<file path="src/rtl/cpu_clock_ctrl.sv">
// CPU step-enable controller: turns divider rises or a debounced step button
// into single-cycle cpu_enable pulses, with run/step/halt modes and a step counter.
module cpu_clock_ctrl #(
  parameter int unsigned DEBOUNCE = 500000,
  parameter int unsigned DB_WIDTH = 20
) (
  input  logic        clock_in,
  input  logic        reset_n,
  input  logic        div_clock,
  input  logic        step_button,
  input  logic        run_switch,
  input  logic        halt,
  output logic        cpu_enable,
  output logic [1:0]  state_led,
  output logic [15:0] step_count
);

  typedef enum logic [1:0] {
    ST_STOP   = 2'b00,
    ST_RUN    = 2'b01,
    ST_HALTED = 2'b10
  } state_t;

  localparam logic [DB_WIDTH-1:0] DB_LAST = DB_WIDTH'(DEBOUNCE - 1);

  logic                btn_s1, btn_s2;
  logic                run_s1, run_s2;
  logic                div_d;
  logic [DB_WIDTH-1:0] db_count;
  logic                btn_stable, btn_stable_d;
  logic                run_sync, div_rise, step_req;
  logic [15:0]         step_cnt;
  state_t              state, state_next;
  logic                pulse_next;

  // Two-flop synchronizers for the asynchronous operator inputs; div_clock is
  // already in this domain and only needs one delay stage for edge detection.
  always_ff @(posedge clock_in or negedge reset_n) begin
    if (!reset_n) begin
      btn_s1 <= 1'b0;
      btn_s2 <= 1'b0;
      run_s1 <= 1'b0;
      run_s2 <= 1'b0;
      div_d  <= 1'b0;
    end else begin
      btn_s1 <= step_button;
      btn_s2 <= btn_s1;
      run_s1 <= run_switch;
      run_s2 <= run_s1;
      div_d  <= div_clock;
    end
  end

  assign run_sync = run_s2;
  assign div_rise = div_clock & ~div_d;

  // Any return to the stable level restarts the count, so bounces never accumulate.
  always_ff @(posedge clock_in or negedge reset_n) begin
    if (!reset_n) begin
      db_count     <= '0;
      btn_stable   <= 1'b0;
      btn_stable_d <= 1'b0;
    end else begin
      btn_stable_d <= btn_stable;
      if (btn_s2 != btn_stable) begin
        if (db_count == DB_LAST) begin
          btn_stable <= btn_s2;
          db_count   <= '0;
        end else begin
          db_count <= db_count + 1'b1;
        end
      end else begin
        db_count <= '0;
      end
    end
  end

  assign step_req = btn_stable & ~btn_stable_d;

  always_comb begin
    state_next = state;
    pulse_next = 1'b0;
    case (state)
      ST_STOP: begin
        if (halt)          state_next = ST_HALTED;
        else if (run_sync) state_next = ST_RUN;
        else if (step_req) pulse_next = 1'b1;
      end
      ST_RUN: begin
        if (halt)           state_next = ST_HALTED;
        else if (!run_sync) state_next = ST_STOP;
        else if (div_rise)  pulse_next = 1'b1;
      end
      // Leaving HALTED requires the switch in manual so the CPU cannot race off.
      ST_HALTED: begin
        if (!halt && !run_sync) state_next = ST_STOP;
      end
      default: state_next = ST_STOP;
    endcase
  end

  always_ff @(posedge clock_in or negedge reset_n) begin
    if (!reset_n) begin
      state      <= ST_STOP;
      cpu_enable <= 1'b0;
      step_cnt   <= '0;
    end else begin
      state      <= state_next;
      cpu_enable <= pulse_next;
      if (cpu_enable) step_cnt <= step_cnt + 16'd1;
    end
  end

  assign state_led  = state;
  assign step_count = step_cnt;

endmodule

</file>
<file path="config.mk">
export PLATFORM = sky130hd
export DESIGN_NAME = cpu_clock_ctrl
export DESIGN_NICKNAME = d
export VERILOG_FILES = /design/src/rtl/cpu_clock_ctrl.sv
export SDC_FILE = /design/constraint.sdc
export NUM_CORES = 1
export LEC_CHECK = 0
export CORE_AREA = 2 2 79 81
export DETAILED_ROUTE_END_ITERATION = 10
export DIE_AREA = 0 0 81 83
export HOLD_SLACK_MARGIN = 0.03
export PLACE_DENSITY_LB_ADDON = 0.08
export SYNTH_ARGS = -nofsm -noshare
export SYNTH_HDL_FRONTEND = slang
export SYNTH_SLANG_ARGS = --single-unit
</file>
<file path="constraint.sdc">
create_clock -name clock_in -period 2.53 [get_ports clock_in]
set_input_delay 0.506 -clock clock_in [delete_from_list [all_inputs] [get_ports clock_in]]
set_output_delay 0.506 -clock clock_in [all_outputs]
set_load 0.05 [all_outputs]
</file>
Word level (Yosys, flattened, before mapping)
Index checks and enable logic that the tools add are counted.
Widths: inputs -> output; s select.
{ "word_totals": {"ff_bits": 46, "inputBits": 6, "output_inout_bits": 19, "wordCells": 45} }
{ "op_classes": {"n_addsub": 2, "eq_ne": 7, "mux": 15, "bitwise_logic": 4, "n_reduce_logical": 6} }
{ "op_table": {"columns": ["cell", "n"], "rows": [
  ["$mux 20", 2],
  ["$add 20x1->20 const B", 1],
  ["$eq 20x19->1 const B", 1],
  ["$add 16x1->16 const B", 1],
  ["$mux 2", 5],
  ["$mux 1", 6],
  ["$ne 3x3->1 const B", 2],
  ["$pmux 2 s3", 1],
  ["$reduce_and 3->1", 1],
  ["$and 1x1->1", 2],
  ["$eq 2x1->1 const B", 1],
  ["$eq 2x2->1 const B", 1],
  ["$logic_not 1->1", 2],
  ["$logic_not 2->1", 1],
  ["$ne 2x2->1 const B", 1],
  ["$not 1->1", 2],
  ["$pmux 1 s2", 1],
  ["$reduce_and 2->1", 1],
  ["$logic_and 1x1->1", 1],
  ["$ne 1x1->1", 1]
]} }

Depth between registers and ports, before layout
Gate-level depths: netlist of the first run.
{ "depth": {"depth_word": 6, "depth_mapped": 6, "depth_no_buf": 5} }

Worst setup path after synthesis of the first run
Ideal clock, no wire load.
{ "synth_timing": {"path_kind": "reg2reg", "startpoint": "register step_cnt[7], in the netlist step_count[7]", "endpoint": "register step_cnt[15], in the netlist step_count[15]", "setup_time_ps": 140, "arrival_ps": 1775, "required_ps": 2390, "slack_ps": 615, "stages_incl_launch_ff": 5, "path_buffers": 0, "period_less_slack_ps": 1915, "cell_sequence": "dfrtp_1 and4_1 nand4_1 or4_1 xnor2_1"} }
{ "synth_via": {"elab_chain_cells": 1} }
{ "synth_rtl": {"columns": ["item", "line", "text"], "rows": [
  ["start: declaration", "32", "logic [15:0] step_cnt;"],
  ["start signal: assignment", "110", "if (cpu_enable) step_cnt <= step_cnt + 16'd1;"],
  ["$add 16x1->16", "110", null]
]} }
No other way between the ends.
A chain may end at the register's enable or synchronous reset.

Worst setup path in the final report of the first run
{ "layout_timing": {"startpoint": "register cpu_enable", "endpoint": "output port cpu_enable"} }
{ "layout_lines": {"columns": ["item", "line", "text"], "rows": [
  ["start: declaration", "13", "output logic cpu_enable,"],
  ["start signal: assignment", "109", "cpu_enable <= pulse_next;"]
]} }
No word-level cell between the ends.

==> results of run 1 <==
synthesized netlist by cell type, types with 2 or more instances:
| cell | instances |
|---|---|
| ha_1 | 2 |
| nor2_1 | 20 |
| nor4_1 | 3 |
| or3_1 | 5 |
| inv_1 | 5 |
| clkbuf_2 | 2 |
| or4_1 | 5 |
| and4_1 | 2 |
| nand2_1 | 12 |
| xnor2_1 | 18 |
| nor3_1 | 2 |
| nand4_2 | 2 |
| a21oi_1 | 8 |
| xor2_1 | 10 |
| mux2_2 | 2 |
| o21ai_0 | 4 |
| nand3_1 | 9 |
| dfrtp_1 | 46 |
| buf_4 | 2 |
| and3_1 | 4 |
| nand4_1 | 8 |
per-layer routing:
metal	GRT usage, %	vias up	share of wire [%]
li1	-	698	-
met1	15.3	694	43
met3	3.91	6	4.6
met5	0	-	0
met4	4.47	0	1.4
met2	22.6	37	51
flip-flops by register name (all words and copies together), names as in the netlist:
name          flops
state_led         2
btn_stable        1
run_s1            1
btn_s1            1
btn_s2            1
step_count       16
btn_stable_d      1
cpu_enable        1
db_count         20
div_d             1
run_s2            1
power breakdown:
part | total, mW | switching, mW | internal (mW)
logic | 0.0793 | 0.0518 | 0.0275
clock network | 0.458 | 0.238 | 0.221
registers | 0.762 | 0.0138 | 0.748
stage by stage:
step | hold slack [ns] | worst slack (ns) | util [%] | area [um2] | cells
floorplan | 0.210 | 0.615 | - | 2020 | 182
global placement | 0.332 | 0.586 | 40.3 | 2350 | 280
detailed placement | 0.342 | 0.569 | 40.3 | 2350 | 280
CTS | 0.234 | 0.423 | 41.9 | 2440 | 288
global route | 0.255 | 0.382 | 41.9 | 2440 | 288
finish | 0.218 | 0.435 | 41.9 | 2440 | 288
cell type report:
type	instances	area (um2)	share of cell area [%]
clock buffers	7	86.3	3.54
clock inverters	1	5.00	0.205
inverters	5	18.8	0.770
multi-input cells	127	825	33.8
flip-flops and latches	46	1150	47.2
well taps	75	93.8	3.85
repair buffers	27	258	10.6
kinds of logic after synthesis:
kind of cell,count (synthesis)
fa+ha+maj,2
compound gates,16
mux,2
flops,46
buf+inv,9
simple gates,79
xor+xnor,28
how the worst max path moves through the flow:
stage | start | to | slack (ns) | cells past startpoint
final | cpu_enable | cpu_enable | 0.44 | 1
after global routing | cpu_enable | cpu_enable | 0.38 | 1
after CTS | cpu_enable | cpu_enable | 0.42 | 1
after detailed placement | db_count[0] | db_count[10] | 0.57 | 6
after global placement | db_count[9] | btn_stable | 0.59 | 4
after floorplan | step_count[7] | step_count[15] | 0.61 | 4
==> impl_metrics.json, run 1 <==
{
  "status": "complete, no violations",
  "fill_cells": 587,
  "yosys.area_share.simple_pct": 21.9,
  "cts_tree": "yes",
  "slew_viol_final": 0,
  "cts_resized": 0,
  "nets": 220,
  "syn_inst": 182,
  "grt_antenna_before_repair": 0,
  "path_cells": "clkdlybuf4s50_1",
  "synth_flop_cell": "dfrtp_1",
  "yosysWarnings": 0,
  "critical_path.slowest_cell": "clkdlybuf4s50_1",
  "worst_slew_pin_slew_ns": 0.620,
  "yosysTopAreaCell": "dfrtp_1",
  "crit_buf_inv": 1,
  "r2r_slack_ns": 0.58,
  "design.die.area_mm2": 0.00672,
  "clock_path_buffers": 2,
  "synth_xor_area_share_pct": 12.1,
  "startpoint_type": "flop",
  "grt-ovfl-total": 0,
  "drc_errors": 0,
  "hold_class": "in -> async",
  "synthTopCellsByArea": "dfrtp_1 (57%), xnor2_1 (7.8%), xor2_1 (4.3%)",
  "setup_viol_count_final": 0,
  "port_buffers": 24,
  "grt_pass1_wl_um": 6850,
  "synth_compound_area_share_pct": 4.40,
  "cts_hold_buf": 0,
  "insertedDiodeCount": 0,
  "clock_latency_ns": 0.29,
  "cp_top_family": "buffers and inverters",
  "reg2regPathDepth": 5,
  "ant_nets": 0,
  "synth_top_family_by_area": "simple AND/OR/NAND/NOR gates",
  "ys_ff_latch": 46,
  "numCtsBuffers": 5,
  "synth_top_area_share_pct": 57.0,
  "rr_startpoint": "db_count[9]",
  "required_ns": 2.02,
  "syn_avg_cell_area_um2": 11.1,
  "synth.net_count": 190,
  "critPathMaxFanout": 6,
  "postCtsSetupRepairBufs": 0,
  "synth_cell_type_count": 32,
  "synth_enable_flop_cells": 0,
  "core.rowCount": 28,
  "ios": 25,
  "drtIter0Drc": 62,
  "grt_pass1_vias": 1478,
  "drive_above_1_share_pct": 8.45,
  "areaGrowthSynthToFinish_pct": 20.7,
  "hold_violations": 0,
  "layout_min_cycle_time_ns": 2.09,
  "p_total_mw": 1.30,
  "fmax_mhz": 477,
  "via_per_inst": 4.98,
  "layout_commonest_cell": "dfrtp_1",
  "crit_type": "reg -> out",
  "cap_violations": 0,
  "powerDensity_mw_per_mm2": 533,
  "clkSinkCount": 46,
  "relSlewSlack_pct": 58.7,
  "r2r_end": "db_count[2]",
  "path_clk_slew_ns": 0.08,
  "leakagePower_nw": 1.03,
  "endpoint_kind": "output port",
  "cts_root_buffer": "clkbuf_8",
  "first_pass_iters": 4,
  "synth_area_mm2": 0.00202,
  "coreArea_mm2": 0.00582,
  "async_reset_ff_share_pct": 100,
  "initial_utilization_pct": 34.7,
  "cts-htree-levels": 2,
  "grt_use_total_pct": 13.1,
  "gp_routability_congestion": 0.791,
  "tns_ns": 0,
  "synth_adder_area_share_pct": 1.24,
  "cpPeakStageDelay_ns": 0.84,
  "vdd_drop_max_mv": 0.236,
  "dr_total_vias": 1435,
  "die_y_um": 83,
  "seq_area_frac_synth_pct": 57.0,
  "synthMuxAreaShare_pct": 1.12,
  "die_x_um": 81,
  "wl_per_cell_um": 13.5,
  "rsz0062_at_grt": "no",
  "period_share_pct": 82.8,
  "dp_hpwl_um": 2860,
  "routed_wl_um": 3900,
  "grt_max_degree": 29,
  "arrival_ns": 1.59,
  "final_cell_mix": "dfrtp_1 (46), clkdlybuf4s50_1 (23), nor2_1 (20)",
  "fin_worst_skew_ns": 0.00961
}
Power figures use the tool's default switching activity.
==> run 2, diff against run 1 <==
==> constraint.sdc (replaced) <==
create_clock -name clock_in -period 2 [get_ports clock_in]
set_input_delay 0.4 -clock clock_in [delete_from_list [all_inputs] [get_ports clock_in]]
set_output_delay 0.4 -clock clock_in [all_outputs]
set_load 0.05 [all_outputs]
==> run 2 against run 1 <==
Net effect:
- routed wire length is 2.5% higher
- flip-flop and latch count stayed put
- die area stayed put
- count of clock-buffer cells in the layout stayed put
- utilization is 1.7 points higher
- combinational power is 36% higher
- critical path depth stayed put
- sequential power is 26% higher
- setup slack worse by 0.37 ns
- critical path type unchanged
==> impl_metrics.json, run 2 (synthesis gave the netlist of run 1 again) <==
{
  "grt_pass1_vias": 1519,
  "setup_viol_count_final": 0,
  "design.die.area_mm2": 0.00672,
  "core.rowCount": 28,
  "nets": 227,
  "initial_utilization_pct": 34.7,
  "areaGrowthSynthToFinish_pct": 25.7,
  "final_cell_mix": "dfrtp_1 (46), nor2_1 (20), xnor2_1 (18)",
  "endpoint_kind": "output port",
  "grt-ovfl-total": 0,
  "top_register": "db_count",
  "arrival_ns": 1.53,
  "cts_root_buffer": "clkbuf_8",
  "cts_hold_buf": 0,
  "via_per_inst": 5.04,
  "die_y_um": 83,
  "drive_above_1_share_pct": 13.6,
  "tns_ns": 0,
  "coreArea_mm2": 0.00582,
  "routed_wl_um": 4000,
  "leakagePower_nw": 1.17,
  "p_total_mw": 1.75,
  "dp_slack_ns": 0.0740,
  "required_ns": 1.60,
  "clock_path_buffers": 2,
  "grt_pass1_wl_um": 7000,
  "numCtsBuffers": 5,
  "hold_violations": 0,
  "crit_type": "reg -> out",
  "die_x_um": 81,
  "drc_errors": 0,
  "startpoint_type": "flop",
  "vdd_drop_max_mv": 0.295,
  "cts_tree": "yes",
  "grt_max_degree": 47,
  "grt_antenna_before_repair": 0,
  "powerDensity_mw_per_mm2": 688,
  "critical_path.slowest_cell": "clkdlybuf4s50_1",
  "rsz0062_at_grt": "no",
  "first_pass_iters": 4,
  "cp_top_family": "buffers and inverters",
  "ant_nets": 0,
  "dr_total_vias": 1487,
  "critPathMaxFanout": 4,
  "slew_viol_final": 0,
  "clock_latency_ns": 0.30,
  "relSlewSlack_pct": 61.1,
  "dp_hpwl_um": 2890,
  "cts-htree-levels": 2,
  "status": "complete, no violations",
  "worst_slew_pin_slew_ns": 0.583,
  "cap_violations": 0,
  "layout_min_cycle_time_ns": 1.93,
  "hold_class": "in -> async",
  "grt_use_total_pct": 13.3,
  "path_clk_slew_ns": 0.09,
  "clkSinkCount": 46,
  "crit_buf_inv": 1,
  "gp_routability_congestion": 0.772,
  "port_buffers": 24,
  "drtIter0Drc": 67,
  "fin_worst_skew_ns": 0.00940,
  "wl_per_cell_um": 13.5,
  "period_share_pct": 96.6,
  "worst_slack_ns": 0.0686,
  "largest_reg_flops": 20,
  "insertedDiodeCount": 0,
  "layout_commonest_cell": "dfrtp_1",
  "cpPeakStageDelay_ns": 0.83,
  "stdcell_area_mm2": 0.00254,
  "fmax_mhz": 518,
  "place_area_mm2": 0.00241,
  "fin_hold_ws_ns": 0.175,
  "ios": 25,
  "path_cells": "clkdlybuf4s50_1"
}
==> run 2: changes by cell type in the layout (fill, tap and decap cells not counted), sizes merged <==
cell / change
clkinv: -1
dlygate4sd2: +1
clkdlybuf4s50: -8
bufinv: +1
dlymetal6s2s: +5
buf: +9
==> run 2: worst paths after layout <==
check	from	to	cells past startpoint	slack (ns)
max	step_count[12]	step_count[12]	1	0.07
min	reset_n	step_count[3]	2	0.18
max reg2reg	db_count[12]	btn_stable	4	0.08
min reg2reg	run_s1	run_s2	0	0.36
max in group asynchronous	reset_n	db_count[8]	2	1.41
min in group clock_in	run_s1	run_s2	0	0.36
==> run 2: layout make-up <==
cell class              count  area [um2]
well taps                  75        93.8
fillers                   586        3280
flip-flops and latches     46        1150
clock buffers               7        76.3
inverters                   5        18.8
repair buffers             34         329
clock inverters             1        30.0
multi-input cells         127         838
==> run 2: repair_timing <==
action                     CTS  global route
resized for setup            1             9
buffers inserted             0             0
setup endpoints to repair    1            25
hold endpoints to repair     0             0
==> run 2: metrics by stage <==
| stage | cells | util, % |
|---|---|---|
| final | 295 | 43.6 |
| after global routing | 295 | 43.6 |
| after CTS | 295 | 43.2 |
| after detailed placement | 287 | 41.4 |
| after global placement | 287 | 41.4 |
| after floorplan | 182 | - |
==> run 2: metal layers <==
layer  vias up  global-route usage [%]  share of wire, %
met5         -                       0                 0
met4         0                    4.93               2.1
met3        10                    3.59               3.8
met2        29                    22.8                51
met1       738                    15.5                43
li1        710                       -                 -
==> run 2: worst register-to-register path: stages, from the launching register on <==
cell and delay (ns):
dfrtp_1 0.39, or4_1 0.53, or4_4 0.44, nor2_1 0.12, mux2_2 0.34
==> run 2: where the power goes <==
part,leakage [nW],internal (mW),switching [mW]
combinational,0.492,0.0395,0.0687
clock,0.0524,0.374,0.301
sequential,0.623,0.947,0.0155
total,1.17,1.36,0.385
